`src/rtl/ibex_pkg.sv`:
```
// Shared sleep-controller types: FSM state encoding and wake-cause codes.
// No ports; imported by ibex_sleep_ctrl and the bench.
package ibex_pkg;

    typedef enum logic [1:0] {
        SLP_RUN,
        SLP_IDLE,
        SLP_SLEEP,
        SLP_WAKE
    } sleep_state_e;

    localparam int WAKE_CAUSE_NONE = 0;
    localparam int WAKE_CAUSE_DBG  = 1;
    localparam int WAKE_CAUSE_NMI  = 2;
    localparam int WAKE_CAUSE_IRQ0 = 3;

endpackage

```
`src/rtl/ibex_sat_counter.sv`:
```
// Saturating up-counter with clear priority over increment.
// Ports: clk_i, rst_i (sync, active-high), inc_i, clr_i, cnt_o [Width-1:0].
module ibex_sat_counter #(
    parameter int Width = 32
) (
    input  logic             clk_i,
    input  logic             rst_i,
    input  logic             inc_i,
    input  logic             clr_i,
    output logic [Width-1:0] cnt_o
);

    logic [Width-1:0] cnt_q;
    logic             at_max;

    assign at_max = (cnt_q == {Width{1'b1}});

    always_ff @(posedge clk_i) begin
        if (rst_i || clr_i) begin
            cnt_q <= '0;
        end else if (inc_i && !at_max) begin
            cnt_q <= cnt_q + 1'b1;
        end
    end

    assign cnt_o = cnt_q;

endmodule

```
`src/rtl/ibex_sleep_ctrl.sv`:
```
// Sleep/wake controller: hysteresis-filtered entry, warm-up exit, wake cause
// capture and a saturating sleep-cycle counter driving the core clock gate.
// Ports: clk_i, rst_i (sync, active-high), test_en_i, core_busy_i,
//   sleep_allow_i, irq_i/irq_en_i [NumIrq], irq_nm_i, debug_req_i,
//   sleep_cnt_clr_i -> clk_en_o, core_sleep_o, wake_valid_o,
//   wake_cause_o [CauseW], sleep_cnt_o [32].
module ibex_sleep_ctrl
    import ibex_pkg::*;
#(
    parameter  int NumIrq   = 18,
    parameter  int IdleHyst = 4,
    parameter  int WakeLat  = 2,
    localparam int CauseW   = $clog2(NumIrq + 3)
) (
    input  logic              clk_i,
    input  logic              rst_i,
    input  logic              test_en_i,
    input  logic              core_busy_i,
    input  logic              sleep_allow_i,
    input  logic [NumIrq-1:0] irq_i,
    input  logic [NumIrq-1:0] irq_en_i,
    input  logic              irq_nm_i,
    input  logic              debug_req_i,
    input  logic              sleep_cnt_clr_i,
    output logic              clk_en_o,
    output logic              core_sleep_o,
    output logic              wake_valid_o,
    output logic [CauseW-1:0] wake_cause_o,
    output logic [31:0]       sleep_cnt_o
);

    if (NumIrq < 1 || NumIrq > 29) begin : g_bad_num_irq
        $error("NumIrq must be in 1..29");
    end
    if (IdleHyst < 1 || IdleHyst > 255) begin : g_bad_idle_hyst
        $error("IdleHyst must be in 1..255");
    end
    if (WakeLat < 1 || WakeLat > 255) begin : g_bad_wake_lat
        $error("WakeLat must be in 1..255");
    end

    localparam logic [7:0] HystLast = 8'(IdleHyst - 1);
    localparam logic [7:0] WakeLast = 8'(WakeLat - 1);

    sleep_state_e      state_q, state_d;
    // Shared by IDLE hysteresis and WAKE warm-up; never live together.
    logic [7:0]        cnt_q, cnt_d;
    logic [CauseW-1:0] cause_q, cause_d;
    logic [CauseW-1:0] cause_now;
    logic              wake_valid_q, wake_valid_d;
    logic [NumIrq-1:0] irq_act;
    logic              wake;
    logic              idle;
    logic              in_sleep;

    assign irq_act = irq_i & irq_en_i;
    assign wake    = irq_nm_i | debug_req_i | (|irq_act);
    assign idle    = !core_busy_i & sleep_allow_i & !wake;

    // Downward scan so the lowest-index enabled irq wins.
    always_comb begin
        cause_now = CauseW'(WAKE_CAUSE_NONE);
        for (int k = NumIrq - 1; k >= 0; k--) begin
            if (irq_act[k]) begin
                cause_now = CauseW'(WAKE_CAUSE_IRQ0 + k);
            end
        end
        if (irq_nm_i) begin
            cause_now = CauseW'(WAKE_CAUSE_NMI);
        end
        if (debug_req_i) begin
            cause_now = CauseW'(WAKE_CAUSE_DBG);
        end
    end

    always_comb begin
        state_d      = state_q;
        cnt_d        = cnt_q;
        cause_d      = cause_q;
        wake_valid_d = 1'b0;
        unique case (state_q)
            SLP_RUN: begin
                if (idle) begin
                    state_d = SLP_IDLE;
                    cnt_d   = '0;
                end
            end
            SLP_IDLE: begin
                if (!idle) begin
                    state_d = SLP_RUN;
                end else if (cnt_q == HystLast) begin
                    state_d = SLP_SLEEP;
                end else begin
                    cnt_d = cnt_q + 8'd1;
                end
            end
            SLP_SLEEP: begin
                if (wake || core_busy_i || !sleep_allow_i) begin
                    state_d      = SLP_WAKE;
                    cnt_d        = '0;
                    cause_d      = cause_now;
                    wake_valid_d = 1'b1;
                end
            end
            SLP_WAKE: begin
                if (cnt_q == WakeLast) begin
                    state_d = SLP_RUN;
                end else begin
                    cnt_d = cnt_q + 8'd1;
                end
            end
            default: begin
                state_d = SLP_RUN;
            end
        endcase
    end

    always_ff @(posedge clk_i) begin
        if (rst_i) begin
            state_q      <= SLP_RUN;
            cnt_q        <= '0;
            cause_q      <= '0;
            wake_valid_q <= 1'b0;
        end else begin
            state_q      <= state_d;
            cnt_q        <= cnt_d;
            cause_q      <= cause_d;
            wake_valid_q <= wake_valid_d;
        end
    end

    assign in_sleep = (state_q == SLP_SLEEP);

    ibex_sat_counter #(
        .Width (32)
    ) u_sleep_cnt (
        .clk_i (clk_i),
        .rst_i (rst_i),
        .inc_i (in_sleep),
        .clr_i (sleep_cnt_clr_i),
        .cnt_o (sleep_cnt_o)
    );

    // Combinational so a wake reopens the gate in the same cycle; reset
    // also opens it so the gated domain sees reset edges.
    assign clk_en_o     = !in_sleep | wake | test_en_i | rst_i;
    assign core_sleep_o = in_sleep;
    assign wake_valid_o = wake_valid_q;
    assign wake_cause_o = cause_q;

endmodule

```
`config.mk`:
```
export PLATFORM = sky130hd
export DESIGN_NAME = ibex_sleep_ctrl
export DESIGN_NICKNAME = d
export VERILOG_FILES = /design/src/rtl/ibex_pkg.sv /design/src/rtl/ibex_sat_counter.sv /design/src/rtl/ibex_sleep_ctrl.sv
export SDC_FILE = /design/constraint.sdc
export NUM_CORES = 1
export LEC_CHECK = 0
export BUFFER_PORTS_ARGS = -buffer_cell sky130_fd_sc_hd__buf_2
export CAP_MARGIN = 10
export CORE_UTILIZATION = 46
export DETAILED_ROUTE_END_ITERATION = 8
export GPL_TIMING_DRIVEN = 1
export PLACE_DENSITY = 0.87
export RECOVER_POWER = 50
export SETUP_SLACK_MARGIN = 0.3
export SLEW_MARGIN = 20
export SYNTH_ARGS = -nofsm -noshare
export SYNTH_HDL_FRONTEND = slang
export SYNTH_HIERARCHICAL = 1
export SYNTH_SLANG_ARGS = --single-unit
```
`constraint.sdc`:
```
create_clock -name clk_i -period 1.9 [get_ports clk_i]
set_input_delay 0 -clock clk_i [delete_from_list [all_inputs] [get_ports clk_i]]
set_output_delay 0 -clock clk_i [all_outputs]
set_load 0.01 [all_outputs]
```
-- After elaboration in Yosys (flattened, before gate mapping)
Cells that the tools add are included.
- bits in registers: 48
- logic and storage cells: 77
- bits of input ports: 44
- output and inout bits: 40
- reductions and logical operators: 15
- $add $sub $neg: 2
- mux-type cells: 33
- equal/unequal tests: 13
- bitwise operators: 9
- operator list (operator ; count):
    two-way mux 5 bit ; 20
    two-way mux 8 bit ; 5
    adder 32 x 1 -> 32 bit (second input constant) ; 1
    == test 32 bit (second input constant) ; 1
    case mux 8 bit (4 select lines) ; 1
    AND 18 bit ; 1
    OR reduction 18 bit ; 1
    two-way mux 2 bit ; 5
    inequality test 2 bit (second input constant) ; 5
    adder 8 x 1 -> 8 bit (second input constant) ; 1
    == test 8 x 1 -> 1 bit (second input constant) ; 1
    == test 8 x 2 -> 1 bit (second input constant) ; 1
    case mux 2 bit (4 select lines) ; 1
    logical NOT 1 bit ; 5
    OR 1 bit ; 5
    AND reduction 5 bit ; 1
    == test 2 bit (second input constant) ; 2
    AND reduction 4 bit ; 1
    logical OR 1 bit ; 3
    inequality test 3 bit (second input constant) ; 1
    AND 1 bit ; 2
    == test 2 x 1 -> 1 bit (second input constant) ; 1
    logical NOT 2 bit ; 1
    inequality test 2 x 1 -> 1 bit (second input constant) ; 1
    5 further kinds ; 5

-- Longest topological paths before layout
- depth after elaboration: 21
- depth in mapped cells: 8
- mapped depth without buffers: 6

-- By module
The synthesis kept the hierarchy.
- by module, submodules not included (module ; times used ; cells each ; area each (um^2) ; seq. area each (um^2)):
    ibex_sat_counter ; 1 ; 194 ; 1636.6 ; 640.6
    ibex_sleep_ctrl ; 1 ; 133 ; 1074.8 ; 320.3

-- Least setup slack after synthesis
OpenSTA, ideal clock, no wires.
- kind: register to register
- start point: register u_sleep_cnt.cnt_q[0] (netlist: u_sleep_cnt/cnt_o[0])
- end point: register u_sleep_cnt.cnt_q[1] (netlist: u_sleep_cnt/cnt_o[1])
- data arrival time: 2005 ps
- setup slack: -233 ps
- required time: 1772 ps
- stages on the path, launching flop included: 9
- library setup time: 128 ps
- buffers on the path: 2
- period minus slack after synthesis: 2133 ps
- cell sequence: dfxtp_1 -> ha_1 -> nand4_1 -> or4_4 -> o31ai_4 -> buf_6 -> buf_12 -> mux2i_1 -> nor2_1
- word-level cells in the longest chain between the ends: 3
- elaborated cells between the ends (all ways): 4
- those cells by class: 1 x add/sub; 1 x eq/ne; 2 x reduce/logical
- ends and longest elaborated chain (what ; RTL line ; text):
    start, declared ; ibex_sat_counter.sv:13 ; logic [Width-1:0] cnt_q;
    start signal, assigned ; ibex_sat_counter.sv:22 ; cnt_q <= cnt_q + 1'b1;
    branches (longest 3 deep; another with adder 32 x 1 -> 32 bit) ; n/a ;
Parallel ways; which one is timed is not known.
A chain may end at the register's enable or synchronous reset.

-- Worst setup path in the final report
- start point: register u_sleep_cnt.cnt_q[9] (netlist: u_sleep_cnt/cnt_o[9])
- end point: register u_sleep_cnt.cnt_q[12] (netlist: u_sleep_cnt/cnt_o[12])
The elaborated chain is that of the path after synthesis.

==> results.cfg <==
[status]
status = complete, but fails checks
violations = negative hold slack, negative setup slack

[synthesis]
synth_area_um2 = 2711
syn_inst = 327
seq_area_frac_synth = 0.3544
ys_ff_latch = 48
synth-edff-count = 0
ys_types = 60
synth_area_per_cell_um2 = 8.292
ys.flop_type = dfxtp_1
syn_nets = 374
yosys_warnings = 6
async_reset_ff_frac = 0

[worst_setup_path]
r2r_start = u_sleep_cnt/cnt_o[9]
r2r_cells = 7
rrSetupSlack_ns = -0.24
crit_type = flip-flop to flip-flop
cp-end-kind = flip-flop
startpoint = u_sleep_cnt/cnt_o[9]
crit_fanout = 3
reg2reg_to = u_sleep_cnt/cnt_o[12]
startpoint_type = flip-flop
worst_ep_arrival_time_ns = 2.38
required_ns = 2.15

[detailed_routing]
drc = 0
firstDrtPassIters = 6
top_layer_used = met4
routed_wl_um = 11440
wl_met1_um = 4210
route.met2.wl_um = 5521
wl_per_cell_um = 20.10
via_count = 3737
via_per_inst = 6.568
wl_met3_um = 1060
drt_iter0_drc = 348
ant_nets = 0

[power_and_ir_drop]
swShare = 0.2482
p_leak_nw = 1.766
p_sw_mw = 0.4824
clkPwrFrac = 0.409
vdd_ir_drop_max_uv = 577.6
p_comb_frac = 0.085
pwr-share-seq = 0.506
intPower_mw = 1.462
power_density_nw_per_um2 = 434.1

[floorplanning]
die-height_um = 78.78
fp-row-count = 27
core_um2 = 5608
fp.dieArea_um2 = 6206
start_util = 0.4835
die_w_um = 78.78
pin_count = 84

[clocking]
cts_inserted_buffers = 5
htree_levels = 2
cts_tree = built
path_clk_slew_ns = 0.10
ctsRootBufferMaster = clkbuf_8
clk_latency_ns = 0.32
cts.path.max_buffers = 2
cts_sinks = 48

[layout]
diodes = 0
multiInputGateArea_um2 = 2044
layout-area-overhead-vs-synth_pct = 65.16
fillCellCount = 337
finalNetCount = 543
regArea_um2 = 1026
drive_gt1_frac = 0.5453
fin_area_um2 = 4478

[sta]
period_needed_ns = 2.136
period_share = 1.124
whs_ns = -0.008263
rsz0062_at_grt = yes
setup_viol = 36
tns_ns = -5.817
final.setup.worst_slack_ns = -0.2363
hold_viol = 1
fin_skew_ns = 0.008683
tightest_slew_ns = 0.4567
slew_viol_final = 0
max_freq_mhz = 468.1
max_slew_margin = 0.6949

[run]
cap_violations = 0

[hold_path]
hp-start = debug_req_i
holdPathStages = 4
hold_class = input pin to flip-flop
min_to = wake_cause_o[2]

[place]
hpwl_um = 5633
place_area_um2 = 3677
gp_congestion = 0.8605
numPortBuffers = 83

[global_route]
antenna_found_initial = 0
grt-ovfl-total = 0
grt_pass1_vias = 3239
grt_max_degree = 21
grt_pass1_wl_um = 15230
globalRouteTotalUtil = 0.3121
==> per-layer routing <==
layer / vias to the layer above / GRT usage
met3: 80 / 0.06552
met2: 296 / 0.5513
met1: 1741 / 0.3514
met4: 0 / 0.1611
li1: 1620 / -
met5: - / 0
==> area by class of cell <==
cell class | count | share of cell area
flip-flops and latches | 48 | 0.2291
inverters | 8 | 0.006706
clock inverters | 3 | 0.01006
clock buffers | 5 | 0.01537
well taps | 72 | 0.02012
multi-input cells | 262 | 0.4566
repair buffers | 171 | 0.2621
==> stage by stage <==
step / worst slack (ns) / power [mW] / utilization / hold WS [ns] / instances
after floorplan: -0.06882 / 1.080 / - / 0.09920 / 327
after global placement: -0.1108 / 1.162 / 0.6557 / 0.2433 / 520
after detailed placement: -0.1502 / 1.166 / 0.6557 / 0.2319 / 520
after CTS: -0.06125 / 1.916 / 0.7463 / 0.001255 / 554
after global routing: -0.3204 / 1.992 / 0.7985 / 0.03940 / 569
final: -0.2363 / 1.944 / 0.7985 / -0.008263 / 569
==> Yosys cell counts (all sizes together) (3+ instances only) <==
master  count  area [µm²]
and4        5       43.79
o21ai      26       133.9
o41ai       3       26.28
ha          3       37.54
and2        6       41.29
o31ai      17       141.4
a22o        3       28.78
nand4      15       100.1
or4        15       123.9
buf         3       36.28
a22oi       7       52.55
clkbuf      6       22.52
nor4        4       40.04
nand2      30       112.6
or3        17       108.9
dfxtp      48       960.9
nand3      17       85.08
xor2        3       26.28
a21oi      33       165.2
nor2       21       78.83
nor3        3       15.01
inv         8       30.03
==> power by group through the flow <==
stage                     Combinational, mW  Clock (mW)  Sequential (mW)
after CTS                             0.159       0.773            0.985
after floorplan                      0.0698           0             1.01
final                                 0.165       0.795            0.984
after detailed placement              0.156           0             1.01
after global placement                0.152           0             1.01
after global routing                  0.181       0.827            0.984
==> cells in the final DEF (no fill, tap or decap), types with 3 or more instances in the layout <==
cell / n
dfxtp_2: 7
nand3_1: 13
a22oi_1: 7
nor2_4: 3
and4_1: 4
o21ai_1: 11
or3_1: 8
and2_1: 3
nand3_2: 3
inv_1: 7
buf_2: 74
o31ai_4: 4
or3_4: 8
o31ai_1: 11
o21ai_0: 10
nand4_1: 14
nand2_1: 28
buf_6: 15
dfxtp_1: 26
or4_4: 9
a21oi_1: 19
buf_4: 68
dfxtp_4: 15
o21ai_2: 5
or4_1: 6
a21oi_2: 14
nor2_1: 18
clkbuf_1: 9
clkbuf_8: 5
nor4_4: 4
==> critical path: stages, from the launching register on <==
cell	delay, ns
dfxtp_2	0.35
nand4_1	0.26
buf_4	0.27
or2_4	0.24
buf_4	0.13
buf_4	0.14
or4_4	0.52
a21oi_1	0.17
==> worst max-delay path by stage <==
stage / to / slack [ns] / cells after the start
floorplan: u_sleep_cnt/cnt_o[1] / -0.07 / 7
global placement: cnt_q[2] / -0.11 / 7
detailed placement: cnt_q[2] / -0.15 / 7
CTS: cnt_q[2] / -0.06 / 6
global route: u_sleep_cnt/cnt_o[28] / -0.32 / 8
finish: u_sleep_cnt/cnt_o[12] / -0.24 / 7
==> registers in the layout, indices dropped and copies added, names as in the netlist, named ones only <==
register           count
cnt_q                  8
wake_cause_o           5
u_sleep_cnt/cnt_o     32
wake_valid_o           1
state_q                1
==> kinds of logic after synthesis <==
kind of cell / Yosys count / synth area share
mux: 1 / 0.003692
buf+inv: 17 / 0.03276
fa+ha+maj: 3 / 0.01385
simple gates: 146 / 0.3110
xor+xnor: 4 / 0.01292
compound gates: 108 / 0.2714
flops: 48 / 0.3544
==> repair_timing <==
action | CTS | global route
hold endpoints to repair | 2 | 0
gates cloned | 4 | 0
hold buffers | 1 | 0
pin swaps | 34 | 40
endpoints found under the setup margin | 43 | 43
setup buffers | 21 | 15
gates resized for setup | 46 | 49
Power figures use the tool's default switching activity.
